$ cat config.mk
export PLATFORM = sky130hd
export DESIGN_NAME = instr_fetch_unit_flat
export DESIGN_NICKNAME = d
export VERILOG_FILES = /design/src/rtl/instr_fetch_unit_if.sv /design/src/rtl/instr_fetch_unit.sv /design/src/flat_wrapper.sv
export SDC_FILE = /design/constraint.sdc
export NUM_CORES = 1
export LEC_CHECK = 0
export ABC_CLOCK_PERIOD_IN_PS = 10200
export CORE_MARGIN = 1.5
export CORE_UTILIZATION = 35
export DETAILED_ROUTE_END_ITERATION = 6
export GPL_TIMING_DRIVEN = 0
export HOLD_SLACK_MARGIN = 0.1
export PLACE_DENSITY = 0.73
export SYNTH_ARGS = -nofsm -noshare
export SYNTH_HDL_FRONTEND = slang
export SYNTH_SLANG_ARGS = --single-unit
$ cat constraint.sdc
create_clock -name clk -period 10.2 [get_ports clk]
set_input_delay 2.04 -clock clk [delete_from_list [all_inputs] [get_ports clk]]
set_output_delay 2.04 -clock clk [all_outputs]
set_load 0.01 [all_outputs]
$ cat src/rtl/instr_fetch_unit_if.sv
// Bundle of the instruction-memory and decode-side handshake signals
// shared between the fetch unit and its environment.
interface instr_fetch_unit_if #(
    parameter int WIDTH = 32
);
    // Instruction memory side
    logic             imem_req;
    logic [WIDTH-1:0] imem_addr;
    logic [WIDTH-1:0] imem_rdata;
    logic             imem_ack;

    // Decode/control stage side
    logic [WIDTH-1:0] instruction;
    logic [WIDTH-1:0] pc_out;
    logic             instr_valid;
    logic             instr_ready;
    logic             pcsrc;
    logic [WIDTH-1:0] branch_target;
    logic             illegal;

    // Status
    logic             halted;
    logic [1:0]       err_code;
    logic [WIDTH-1:0] instr_count;

    // The fetch unit itself
    modport master (
        output imem_req, imem_addr, instruction, pc_out, instr_valid,
               halted, err_code, instr_count,
        input  imem_rdata, imem_ack, instr_ready, pcsrc, branch_target, illegal
    );

    // Memory plus decode stage surrounding the fetch unit
    modport slave (
        input  imem_req, imem_addr, instruction, pc_out, instr_valid,
               halted, err_code, instr_count,
        output imem_rdata, imem_ack, instr_ready, pcsrc, branch_target, illegal
    );
endinterface

$ cat src/rtl/instr_fetch_unit.sv
// Instruction fetch unit: requests one word at PC, presents it to decode,
// and on each consumed instruction advances PC sequentially or to a branch
// target. Illegal instructions and misaligned targets stop fetch until reset.
module instr_fetch_unit #(
    parameter int               WIDTH    = 32,
    parameter logic [WIDTH-1:0] RESET_PC = {WIDTH{1'b0}}
) (
    input  logic                clk,
    input  logic                rst,
    instr_fetch_unit_if.master  bus
);

    typedef enum logic [1:0] {
        S_IDLE  = 2'd0,
        S_FETCH = 2'd1,
        S_VALID = 2'd2,
        S_HALT  = 2'd3
    } state_t;

    localparam logic [WIDTH-1:0] PC_STEP   = WIDTH'(3'd4);
    localparam logic [WIDTH-1:0] COUNT_INC = WIDTH'(1'b1);
    localparam logic [1:0]       ERR_NONE  = 2'b00;
    localparam logic [1:0]       ERR_ILL   = 2'b01;
    localparam logic [1:0]       ERR_ALIGN = 2'b10;

    state_t           state_q, state_d;
    logic [WIDTH-1:0] pc_q, pc_d;
    logic [WIDTH-1:0] instr_q, instr_d;
    logic [WIDTH-1:0] pc_out_q, pc_out_d;
    logic [1:0]       err_q, err_d;
    logic [WIDTH-1:0] count_q, count_d;

    // State and datapath registers; reset acts immediately, regardless of clock
    always_ff @(posedge clk or posedge rst) begin
        if (rst) begin
            state_q  <= S_IDLE;
            pc_q     <= RESET_PC;
            instr_q  <= {WIDTH{1'b0}};
            pc_out_q <= {WIDTH{1'b0}};
            err_q    <= ERR_NONE;
            count_q  <= {WIDTH{1'b0}};
        end else begin
            state_q  <= state_d;
            pc_q     <= pc_d;
            instr_q  <= instr_d;
            pc_out_q <= pc_out_d;
            err_q    <= err_d;
            count_q  <= count_d;
        end
    end

    // Next-state logic: fetch, hold for decode, then branch/step or halt
    always_comb begin
        state_d  = state_q;
        pc_d     = pc_q;
        instr_d  = instr_q;
        pc_out_d = pc_out_q;
        err_d    = err_q;
        count_d  = count_q;

        case (state_q)
            S_IDLE: begin
                state_d = S_FETCH;
            end
            S_FETCH: begin
                if (bus.imem_ack) begin
                    instr_d  = bus.imem_rdata;
                    pc_out_d = pc_q;
                    state_d  = S_VALID;
                end else begin
                    state_d  = S_FETCH;
                end
            end
            S_VALID: begin
                if (bus.instr_ready) begin
                    count_d = count_q + COUNT_INC;
                    // Illegal wins over any branch request on the same instruction
                    if (bus.illegal) begin
                        err_d   = ERR_ILL;
                        state_d = S_HALT;
                    end else if (bus.pcsrc && (bus.branch_target[1:0] != 2'b00)) begin
                        err_d   = ERR_ALIGN;
                        state_d = S_HALT;
                    end else if (bus.pcsrc) begin
                        pc_d    = bus.branch_target;
                        state_d = S_FETCH;
                    end else begin
                        pc_d    = pc_q + PC_STEP;
                        state_d = S_FETCH;
                    end
                end else begin
                    state_d = S_VALID;
                end
            end
            S_HALT: begin
                state_d = S_HALT;
            end
            default: begin
                state_d = S_IDLE;
            end
        endcase
    end

    // Control outputs come straight from the state register so no input
    // can ripple through to the memory or decode handshakes.
    assign bus.imem_req    = (state_q == S_FETCH);
    assign bus.instr_valid = (state_q == S_VALID);
    assign bus.halted      = (state_q == S_HALT);
    assign bus.imem_addr   = pc_q;
    assign bus.instruction = instr_q;
    assign bus.pc_out      = pc_out_q;
    assign bus.err_code    = err_q;
    assign bus.instr_count = count_q;

endmodule

$ cat src/flat_wrapper.sv
// flat-port wrapper written by rule: the top's interface ports become plain ports
module instr_fetch_unit_flat 
#(
    parameter int               WIDTH    = 32,
    parameter logic [WIDTH-1:0] RESET_PC = {WIDTH{1'b0}}
)
  (clk, rst, bus_imem_req, bus_imem_addr, bus_instruction, bus_pc_out, bus_instr_valid, bus_halted, bus_err_code, bus_instr_count, bus_imem_rdata, bus_imem_ack, bus_instr_ready, bus_pcsrc, bus_branch_target, bus_illegal);
  instr_fetch_unit_if #(.WIDTH(WIDTH)) bus_i ();
  input  logic clk;
  input  logic rst;
  output wire logic [$bits(bus_i.imem_req)-1:0] bus_imem_req;
  output wire logic [$bits(bus_i.imem_addr)-1:0] bus_imem_addr;
  output wire logic [$bits(bus_i.instruction)-1:0] bus_instruction;
  output wire logic [$bits(bus_i.pc_out)-1:0] bus_pc_out;
  output wire logic [$bits(bus_i.instr_valid)-1:0] bus_instr_valid;
  output wire logic [$bits(bus_i.halted)-1:0] bus_halted;
  output wire logic [$bits(bus_i.err_code)-1:0] bus_err_code;
  output wire logic [$bits(bus_i.instr_count)-1:0] bus_instr_count;
  input wire logic [$bits(bus_i.imem_rdata)-1:0] bus_imem_rdata;
  input wire logic [$bits(bus_i.imem_ack)-1:0] bus_imem_ack;
  input wire logic [$bits(bus_i.instr_ready)-1:0] bus_instr_ready;
  input wire logic [$bits(bus_i.pcsrc)-1:0] bus_pcsrc;
  input wire logic [$bits(bus_i.branch_target)-1:0] bus_branch_target;
  input wire logic [$bits(bus_i.illegal)-1:0] bus_illegal;
  assign bus_imem_req = bus_i.imem_req;
  assign bus_imem_addr = bus_i.imem_addr;
  assign bus_instruction = bus_i.instruction;
  assign bus_pc_out = bus_i.pc_out;
  assign bus_instr_valid = bus_i.instr_valid;
  assign bus_halted = bus_i.halted;
  assign bus_err_code = bus_i.err_code;
  assign bus_instr_count = bus_i.instr_count;
  assign bus_i.imem_rdata = bus_imem_rdata;
  assign bus_i.imem_ack = bus_imem_ack;
  assign bus_i.instr_ready = bus_instr_ready;
  assign bus_i.pcsrc = bus_pcsrc;
  assign bus_i.branch_target = bus_branch_target;
  assign bus_i.illegal = bus_illegal;
  instr_fetch_unit #(.WIDTH(WIDTH), .RESET_PC(RESET_PC)) u_core (.clk(clk), .rst(rst), .bus(bus_i));
endmodule
==> results of run 1 <==
-- registers in the layout (all words and copies together) (netlist names) --
signal	flops
u_core.bus.instruction	32
u_core.bus.err_code	2
u_core.bus.instr_count	32
u_core.state_q	2
u_core.bus.imem_addr	32
u_core.bus.pc_out	32
-- worst min path at each step --
stage / from / end / slack, ns / depth (start not counted)
6_report: u_core.bus.instr_count[31]$_DFFE_PP0P_ / u_core.bus.instr_count[31]$_DFFE_PP0P_ / 0.47 / 1
5_1_grt: u_core.bus.instr_count[31]$_DFFE_PP0P_ / u_core.bus.instr_count[31]$_DFFE_PP0P_ / 0.49 / 1
4_1_cts: u_core.bus.instr_count[31]$_DFFE_PP0P_ / u_core.bus.instr_count[31]$_DFFE_PP0P_ / 0.47 / 1
3_5_place_dp: u_core.bus.instr_count[31]$_DFFE_PP0P_ / u_core.bus.instr_count[31]$_DFFE_PP0P_ / 0.46 / 1
3_3_place_gp: u_core.bus.instr_count[31]$_DFFE_PP0P_ / u_core.bus.instr_count[31]$_DFFE_PP0P_ / 0.46 / 1
2_1_floorplan: u_core.bus.instr_count[31]$_DFFE_PP0P_ / u_core.bus.instr_count[31]$_DFFE_PP0P_ / 0.50 / 1
-- cells in the final DEF (no fill, tap or decap), drive strengths merged, types with 14 or more instances in the layout --
cell	n
a21oi	16
and3	15
clkbuf	46
clkdlybuf4s50	202
dfrtp	132
mux2	63
nand2	46
nand3	27
nand4	16
nor2	27
nor3	14
o21ai	31
xnor2	20
-- area by class of cell --
cell class,count,area share
plain buffers,31,0.0147
clock buffers,23,0.0523
clock inverters,9,0.0143
inverters,7,0.00350
multi-input cells,367,0.286
flip-flops and latches,132,0.369
well taps,220,0.0308
repair buffers,203,0.229
-- worst register-to-register path, stage by stage, from the launching register on --
cell and delay, ns:
dfrtp_1 0.44, nor2b_1 0.20, nand2_1 0.09, clkbuf_1 0.58, clkbuf_1 0.53, mux2_2 0.40
-- metal layers --
layer | GRT usage | up-vias
li1 | - | 2406
met1 | 0.248 | 2479
met2 | 0.302 | 244
met3 | 0.0756 | 9
met4 | 0.0568 | 0
met5 | 0 | -
-- power by group through the flow --
stage	clock network, W	registers, W	logic [W]
after global routing	0.000656	0.000577	0.000168
after global placement	0	0.000581	0.000153
final	0.000616	0.000572	0.000155
after floorplan	0	0.000592	0.0000433
after detailed placement	0	0.000581	0.000157
after CTS	0.000632	0.000572	0.000157
-- logic make-up (layout without fill, tap and decap cells) --
| group | Yosys count | in the layout |
|---|---|---|
| adder cells (fa/ha/maj) | 2 | 2 |
| AND/OR/NAND/NOR | 187 | 187 |
| multiplexers | 65 | 65 |
| AO/OA/AOI/OAI | 82 | 82 |
| buffers and inverters | 38 | 273 |
| flip-flops | 132 | 132 |
| XOR/XNOR | 31 | 31 |
-- per-stage QoR --
stage          setup slack (ns)  cells
2_1_floorplan              4.63    537
3_3_place_gp               2.58    959
3_5_place_dp               5.79    960
4_1_cts                    6.20    992
5_1_grt                    6.02    992
6_report                   6.17    992
==> reports/metrics.yaml, run 1 <==
top_layer: "met4"
yosys.area_share.adder: 0.00416
synthTopCellsByArea: "dfrtp_1 55%, mux2_2 12%, xnor2_1 2.9%, nand2_1 2.9%, o21ai_0 2.6%"
synth.most_common_cell: "dfrtp_1"
max-cap-violations: 0
power_frac_comb: 0.115
drt-met1-wl_um: 7120
synth_top_family_by_area: "simple AND/OR/NAND/NOR gates"
synth_xor_area_frac: 0.0451
ys.flop_type: "dfrtp_1"
p_clk_frac: 0.459
timing.final.crit_share: 0.395
power_density_nw_per_um2: 150
ys_warn_count: 0
coreArea_um2: 16700
portBuffers: 202
cts_tree: "built"
critical_path_depth: 7
netlist_instances: 537
place.gp.congestion: 0.842
synthArstFlopShare: 1.00
vias: 5138
grt_pass1_vias: 5090
crit_buf_inv: 3
synth_common_cells: "132 x dfrtp_1, 63 x mux2_2, 46 x nand2_1, 31 x o21ai_0, 26 x nand3_1"
ys_ff_latch: 132
cts_buffers: 17
syn_nets: 609
synth-edff-count: 0
internal_power_w: 0.00104
num_rows: 47
post_cts_buffers: 0
antenna_cells: 0
stdcell_area_um2: 8950
htreeDepth: 4
reg2regPathDepth: 5
overflow: 0
antenna_left: 0
period_minus_slack_ns: 4.03
die_y_um: 134
fill_cells: 1489
whs_ns: 0.466
r2r_slack_ns: 7.85
regArea_um2: 3300
root_buffer: "clkbuf_16"
crit_fanout: 10
r2r_start: "u_core.state_q[0]$_DFF_PP0_"
cts_buffer_depth: 2
synthMuxAreaShare: 0.121
ctsHoldBuffers: 0
hold_path_class: "reg -> reg"
drive_above_1_share: 0.149
synth_top_area_cell: "dfrtp_1"
arrival_ns: 4.36
relSlewSlack: 0.404
crit_path_end: "u_core.bus.imem_addr[11]$_DFFE_PP0P_"
tns_ns: 0
seq_power_share: 0.426
routed_wl_um: 16700
cts_sinks: 132
multi_input_area_um2: 2560
skew_ns: 0.0103
path_delay_family: "buffers and inverters"
crit_type: "in -> reg"
start_util: 0.361
synth_cell_types: 58
placed_cell_area_um2: 8350
fin_util: 0.536
switching_share: 0.223
postCtsResizedCells: 0
netlist.area_leader.share: 0.549
grt_max_degree: 82
place_hpwl_um: 12200
wire_per_inst_um: 16.9
slowest_stage: "o21ai_0"
final-hold-violation-count: 0
grt_pass1_wl_um: 26800
power.switching_w: 0.000300
syn2layout_area_growth_pct: 48.6
setup_violations: 0
grt_usage: 0.193
first_pass_iters: 7
worstReg2RegEnd: "u_core.bus.pc_out[8]$_DFFE_PP0P_"
die_w_um: 134
power.leakage_nw: 3.80
ioPinCount: 203
met2_length_um: 7830
drc: 0
yosys.area_share.simple: 0.168
crit_required_ns: 10.53
synth_compound_area_frac: 0.0869
syn_area_per_cell_um2: 11.2
endpoint_kind: "flop"
netlist_area_um2: 6020
met3WireLength_um: 1680
ys_seq_area_frac: 0.549
clk_pin_slew_worst_paths_ns: 0.06
clk_latency_ns: 0.41
power_w: 0.00134
cp-start-kind: "input pin"
startpoint: "bus_branch_target[1]"
status: "completed"
fmax_ghz: 0.248
worstMarginPinSlew_ns: 0.887
drtIter0Drc: 260
vias_per_cell: 5.18
vdd_drop_max_v: 0.000107
grt_antenna_before_repair: 1
crit_chain: "clkdlybuf4s50_1, o21ai_0, and2_1, clkbuf_1, clkbuf_1, a21oi_1, a21oi_1"
dieArea_um2: 18000
rsz0062_at_grt: "no"
fin_nets: 831
drv_slew: 0
slowest_delay_ns: 0.50
(Power assumes the default switching activity.)
==> inputs of run 2 (changes only) <==
ABC_CLOCK_PERIOD_IN_PS = 3600   (was 10200)
PLACE_DENSITY = 0.76   (was 0.73)
clock period = 3.6 ns   (was 10.2 ns; I/O delays follow)
==> reports/metrics.yaml, run 2 (same netlist as run 1, synthesis figures left out) <==
first_pass_iters: 5
routed_wl_um: 17300
cts_buffers: 17
setup_violations: 0
power.leakage_nw: 3.83
die_y_um: 134
drive_above_1_share: 0.156
period_minus_slack_ns: 2.70
crit_fanout: 10
antenna_cells: 0
antenna_left: 0
fill_cells: 1483
drv_slew: 0
vias: 5176
skew_ns: 0.00762
root_buffer: "clkbuf_16"
power_frac_comb: 0.116
power.switching_w: 0.000884
dp_cells: 962
wire_per_inst_um: 17.4
die_w_um: 134
grt_antenna_before_repair: 1
grt_max_degree: 42
hold_path_class: "reg -> reg"
switching_share: 0.231
relSlewSlack: 0.465
crit_required_ns: 3.86
place_hpwl_um: 12500
portBuffers: 202
grt_usage: 0.197
p_clk_frac: 0.459
status: "completed"
power_density_nw_per_um2: 426
drc: 0
ioPinCount: 203
max-cap-violations: 0
post_cts_buffers: 0
dieArea_um2: 18000
mostFrequentLayoutCells: "202 x clkdlybuf4s50_1, 132 x dfrtp_1, 63 x mux2_2"
postCtsResizedCells: 0
cts_buffer_depth: 2
cts_tree: "built"
fmax_ghz: 0.370
start_util: 0.361
multi_input_area_um2: 2560
coreArea_um2: 16700
overflow: 0
rsz0062_at_grt: "no"
vdd_drop_max_v: 0.000303
fin_nets: 833
worstMarginPinSlew_ns: 0.797
reg2regPathDepth: 7
ctsHoldBuffers: 0
htreeDepth: 4
num_rows: 47
mostFrequentLayoutCell: "clkdlybuf4s50_1"
final_cells: 994
regArea_um2: 3300
layout_setup_ws_ns: 0.901
clk_pin_slew_worst_paths_ns: 0.06
endpoint_kind: "flop"
crit_type: "in -> reg"
grt_pass1_vias: 5039
place.gp.congestion: 0.820
timing.final.crit_share: 0.750
drtIter0Drc: 326
cp-start-kind: "input pin"
clk_latency_ns: 0.41
final-hold-violation-count: 0
arrival_ns: 2.96
vias_per_cell: 5.21
grt_pass1_wl_um: 27500
dpl_worst_slack_ns: 0.538
syn2layout_area_growth_pct: 49.2
cts_sinks: 132
hold_path_depth: 1
internal_power_w: 0.00294
seq_power_share: 0.424
## run 2: layout make-up
cell class              count  share of cell area
clock buffers              18              0.0489
flip-flops and latches    132               0.368
well taps                 220              0.0306
clock inverters            14              0.0180
multi-input cells         367               0.285
repair buffers            205               0.232
plain buffers              31              0.0146
inverters                   7             0.00334
## run 2: stage by stage
step | power, W | hold slack [ns] | instance area (um^2) | TNS, ns | util
2_1_floorplan | 0.00180 | 0.504 | 6020 | 0 | -
5_1_grt | 0.00399 | 0.487 | 8980 | 0 | 0.538
6_report | 0.00382 | 0.474 | 8980 | 0 | 0.538
3_3_place_gp | 0.00208 | 0.457 | 8320 | -5.11 | 0.498
4_1_cts | 0.00388 | 0.480 | 8980 | 0 | 0.538
3_5_place_dp | 0.00210 | 0.469 | 8380 | 0 | 0.502
## run 2: worst max-delay path: stages
cell and delay (ns):
clkdlybuf4s50_1 0.59, and4bb_2 0.30, nand2_1 0.14, clkbuf_1 0.49, clkbuf_1 0.50, o21ai_0 0.21
## run 2: final timing paths
check | endpoint | slack, ns | startpoint
max in group asynchronous | u_core.bus.pc_out[30]$_DFFE_PP0P_ | 1.98 | rst
max | u_core.bus.imem_addr[16]$_DFFE_PP0P_ | 0.90 | bus_illegal
max reg2reg | u_core.bus.imem_addr[30]$_DFFE_PP0P_ | 1.21 | u_core.bus.imem_addr[2]$_DFFE_PP0P_
min reg2reg | u_core.bus.instr_count[31]$_DFFE_PP0P_ | 0.47 | u_core.bus.instr_count[31]$_DFFE_PP0P_
min | u_core.bus.instr_count[31]$_DFFE_PP0P_ | 0.47 | u_core.bus.instr_count[31]$_DFFE_PP0P_
min in group asynchronous | u_core.bus.pc_out[25]$_DFFE_PP0P_ | 0.76 | rst
## run 2: power by group through the flow
stage          combinational (W)  sequential, W  clock [W]
2_1_floorplan           0.000123        0.00168          0
4_1_cts                 0.000452        0.00162    0.00180
6_report                0.000445        0.00162    0.00176
3_3_place_gp            0.000435        0.00164          0
5_1_grt                 0.000481        0.00163    0.00187
3_5_place_dp            0.000450        0.00165          0
## run 2: per-layer routing
| metal | share of wire | wire length, um | track usage |
|---|---|---|---|
| met2 | 0.46 | 7970 | 0.305 |
| met4 | 0.0091 | 157 | 0.0466 |
| met3 | 0.093 | 1610 | 0.0699 |
| met5 | 0 | 0 | 0 |
| met1 | 0.44 | 7530 | 0.264 |
==> inputs of run 3 (changes only) <==
ABC_CLOCK_PERIOD_IN_PS = 2200   (was 3600)
clock period = 2.2 ns   (was 3.6 ns; I/O delays follow)
==> reports/metrics.yaml, run 3 (same netlist as run 1, synthesis figures left out) <==
drc: 0
worstMarginPinSlew_ns: 0.707
htreeDepth: 4
setup_violations: 0
hold_path_class: "reg -> reg"
die_y_um: 134
dp_cells: 962
syn2layout_area_growth_pct: 50.3
status: "completed"
whs_ns: 0.474
max-cap-violations: 0
crit_fanout: 9
die_w_um: 134
root_buffer: "clkbuf_16"
vdd_drop_max_v: 0.000495
ioPinCount: 203
coreArea_um2: 16700
place.gp.congestion: 0.820
vias: 5160
vias_per_cell: 5.20
rsz0062_at_grt: "yes"
antenna_left: 0
stdcell_area_um2: 9050
cts_buffer_depth: 2
place_hpwl_um: 12500
final_cells: 993
cp-start-kind: "flop"
relSlewSlack: 0.525
grt_max_degree: 42
num_rows: 47
crit_type: "reg -> reg"
fin_nets: 832
fill_cells: 1479
endpoint_kind: "flop"
placed_cell_area_um2: 8380
ctsHoldBuffers: 0
drive_above_1_share: 0.177
cts_sinks: 132
arrival_ns: 2.47
clk_latency_ns: 0.41
wire_per_inst_um: 17.5
routed_wl_um: 17400
period_minus_slack_ns: 2.17
grt_antenna_before_repair: 1
cts_tree: "built"
mostFrequentLayoutCells: "202 x clkdlybuf4s50_1, 130 x dfrtp_1, 63 x mux2_2"
portBuffers: 202
grt_usage: 0.197
grt_pass1_wl_um: 27500
clk_pin_slew_worst_paths_ns: 0.06
final-hold-violation-count: 0
start_util: 0.361
grt_pass1_vias: 5033
mostFrequentLayoutCell: "clkdlybuf4s50_1"
power_density_nw_per_um2: 692
drtIter0Drc: 318
power.leakage_nw: 3.90
overflow: 0
cts_buffers: 17
drv_slew: 0
first_pass_iters: 5
timing.final.crit_share: 0.988
fmax_ghz: 0.460
dieArea_um2: 18000
skew_ns: 0.00987
crit_required_ns: 2.50
antenna_cells: 0
==> run 3: cell types whose count changed in the layout (fill, tap and decap cells not counted), moves of 2 or more <==
cell      delta
dfrtp_2      +2
clkbuf_2     +7
buf_4        +2
nor4_1       -2
nor2b_1      -2
nor4_4       +2
dfrtp_1      -2
clkbuf_1    -10
nor2b_4      +2
==> run 3: timing repair <==
item / in CTS / in global routing
pin swaps: 1 / 1
gates resized for setup: 6 / 22
buffers inserted: 0 / 1
endpoints found under the setup margin: 74 / 65
endpoints found under the hold margin: 0 / 0
cloned: 0 / 0
==> run 3: metrics by stage <==
stage | setup TNS, ns | utilization | setup slack, ns | total power (W)
6_report | 0 | 0.542 | 0.0274 | 0.00626
2_1_floorplan | 0 | - | 0.123 | 0.00295
5_1_grt | -0.202 | 0.542 | -0.0691 | 0.00653
3_5_place_dp | -42.54 | 0.502 | -0.582 | 0.00343
3_3_place_gp | -193.77 | 0.498 | -1.17 | 0.00340
4_1_cts | 0 | 0.539 | 0.00857 | 0.00634
==> run 3: area by class of cell <==
class	count	area, um^2	area share
multi-input cells	367	2610	0.289
clock buffers	18	439	0.0485
inverters	7	30.0	0.00332
flip-flops and latches	132	3310	0.365
plain buffers	29	135	0.0149
well taps	220	275	0.0304
clock inverters	14	161	0.0178
repair buffers	206	2090	0.231
==> run 3: per-layer routing <==
metal / routed length (um) / track usage
met5: 0 / 0
met4: 117 / 0.0406
met3: 1680 / 0.0718
met2: 8130 / 0.307
met1: 7480 / 0.264
==> run 3: critical path: stages, from the launching register on <==
cell     delay (ns)
dfrtp_1        0.37
buf_2          0.20
nand4_1        0.27
nor4_4         0.50
and2_0         0.18
buf_2          0.17
nand4_1        0.11
a31o_2         0.26
==> run 3: path summary, 6_finish.rpt <==
check                                                  startpoint                                endpoint  slack, ns  cells after the start
max                           u_core.bus.imem_addr[9]$_DFFE_PP0P_    u_core.bus.imem_addr[30]$_DFFE_PP0P_       0.03                      7
min                        u_core.bus.instr_count[31]$_DFFE_PP0P_  u_core.bus.instr_count[31]$_DFFE_PP0P_       0.47                      1
max reg2reg                   u_core.bus.imem_addr[9]$_DFFE_PP0P_    u_core.bus.imem_addr[30]$_DFFE_PP0P_       0.03                      7
min reg2reg                u_core.bus.instr_count[31]$_DFFE_PP0P_  u_core.bus.instr_count[31]$_DFFE_PP0P_       0.47                      1
max in group asynchronous                                     rst       u_core.bus.pc_out[30]$_DFFE_PP0P_       0.86                      4
min in group asynchronous                                     rst       u_core.bus.pc_out[25]$_DFFE_PP0P_       0.48                      2
==> run 3: power by group <==
part	switching, W	internal, W	total (W)
clock	0.00107	0.00180	0.00287
sequential	0.0000963	0.00256	0.00266
combinational	0.000283	0.000448	0.000730
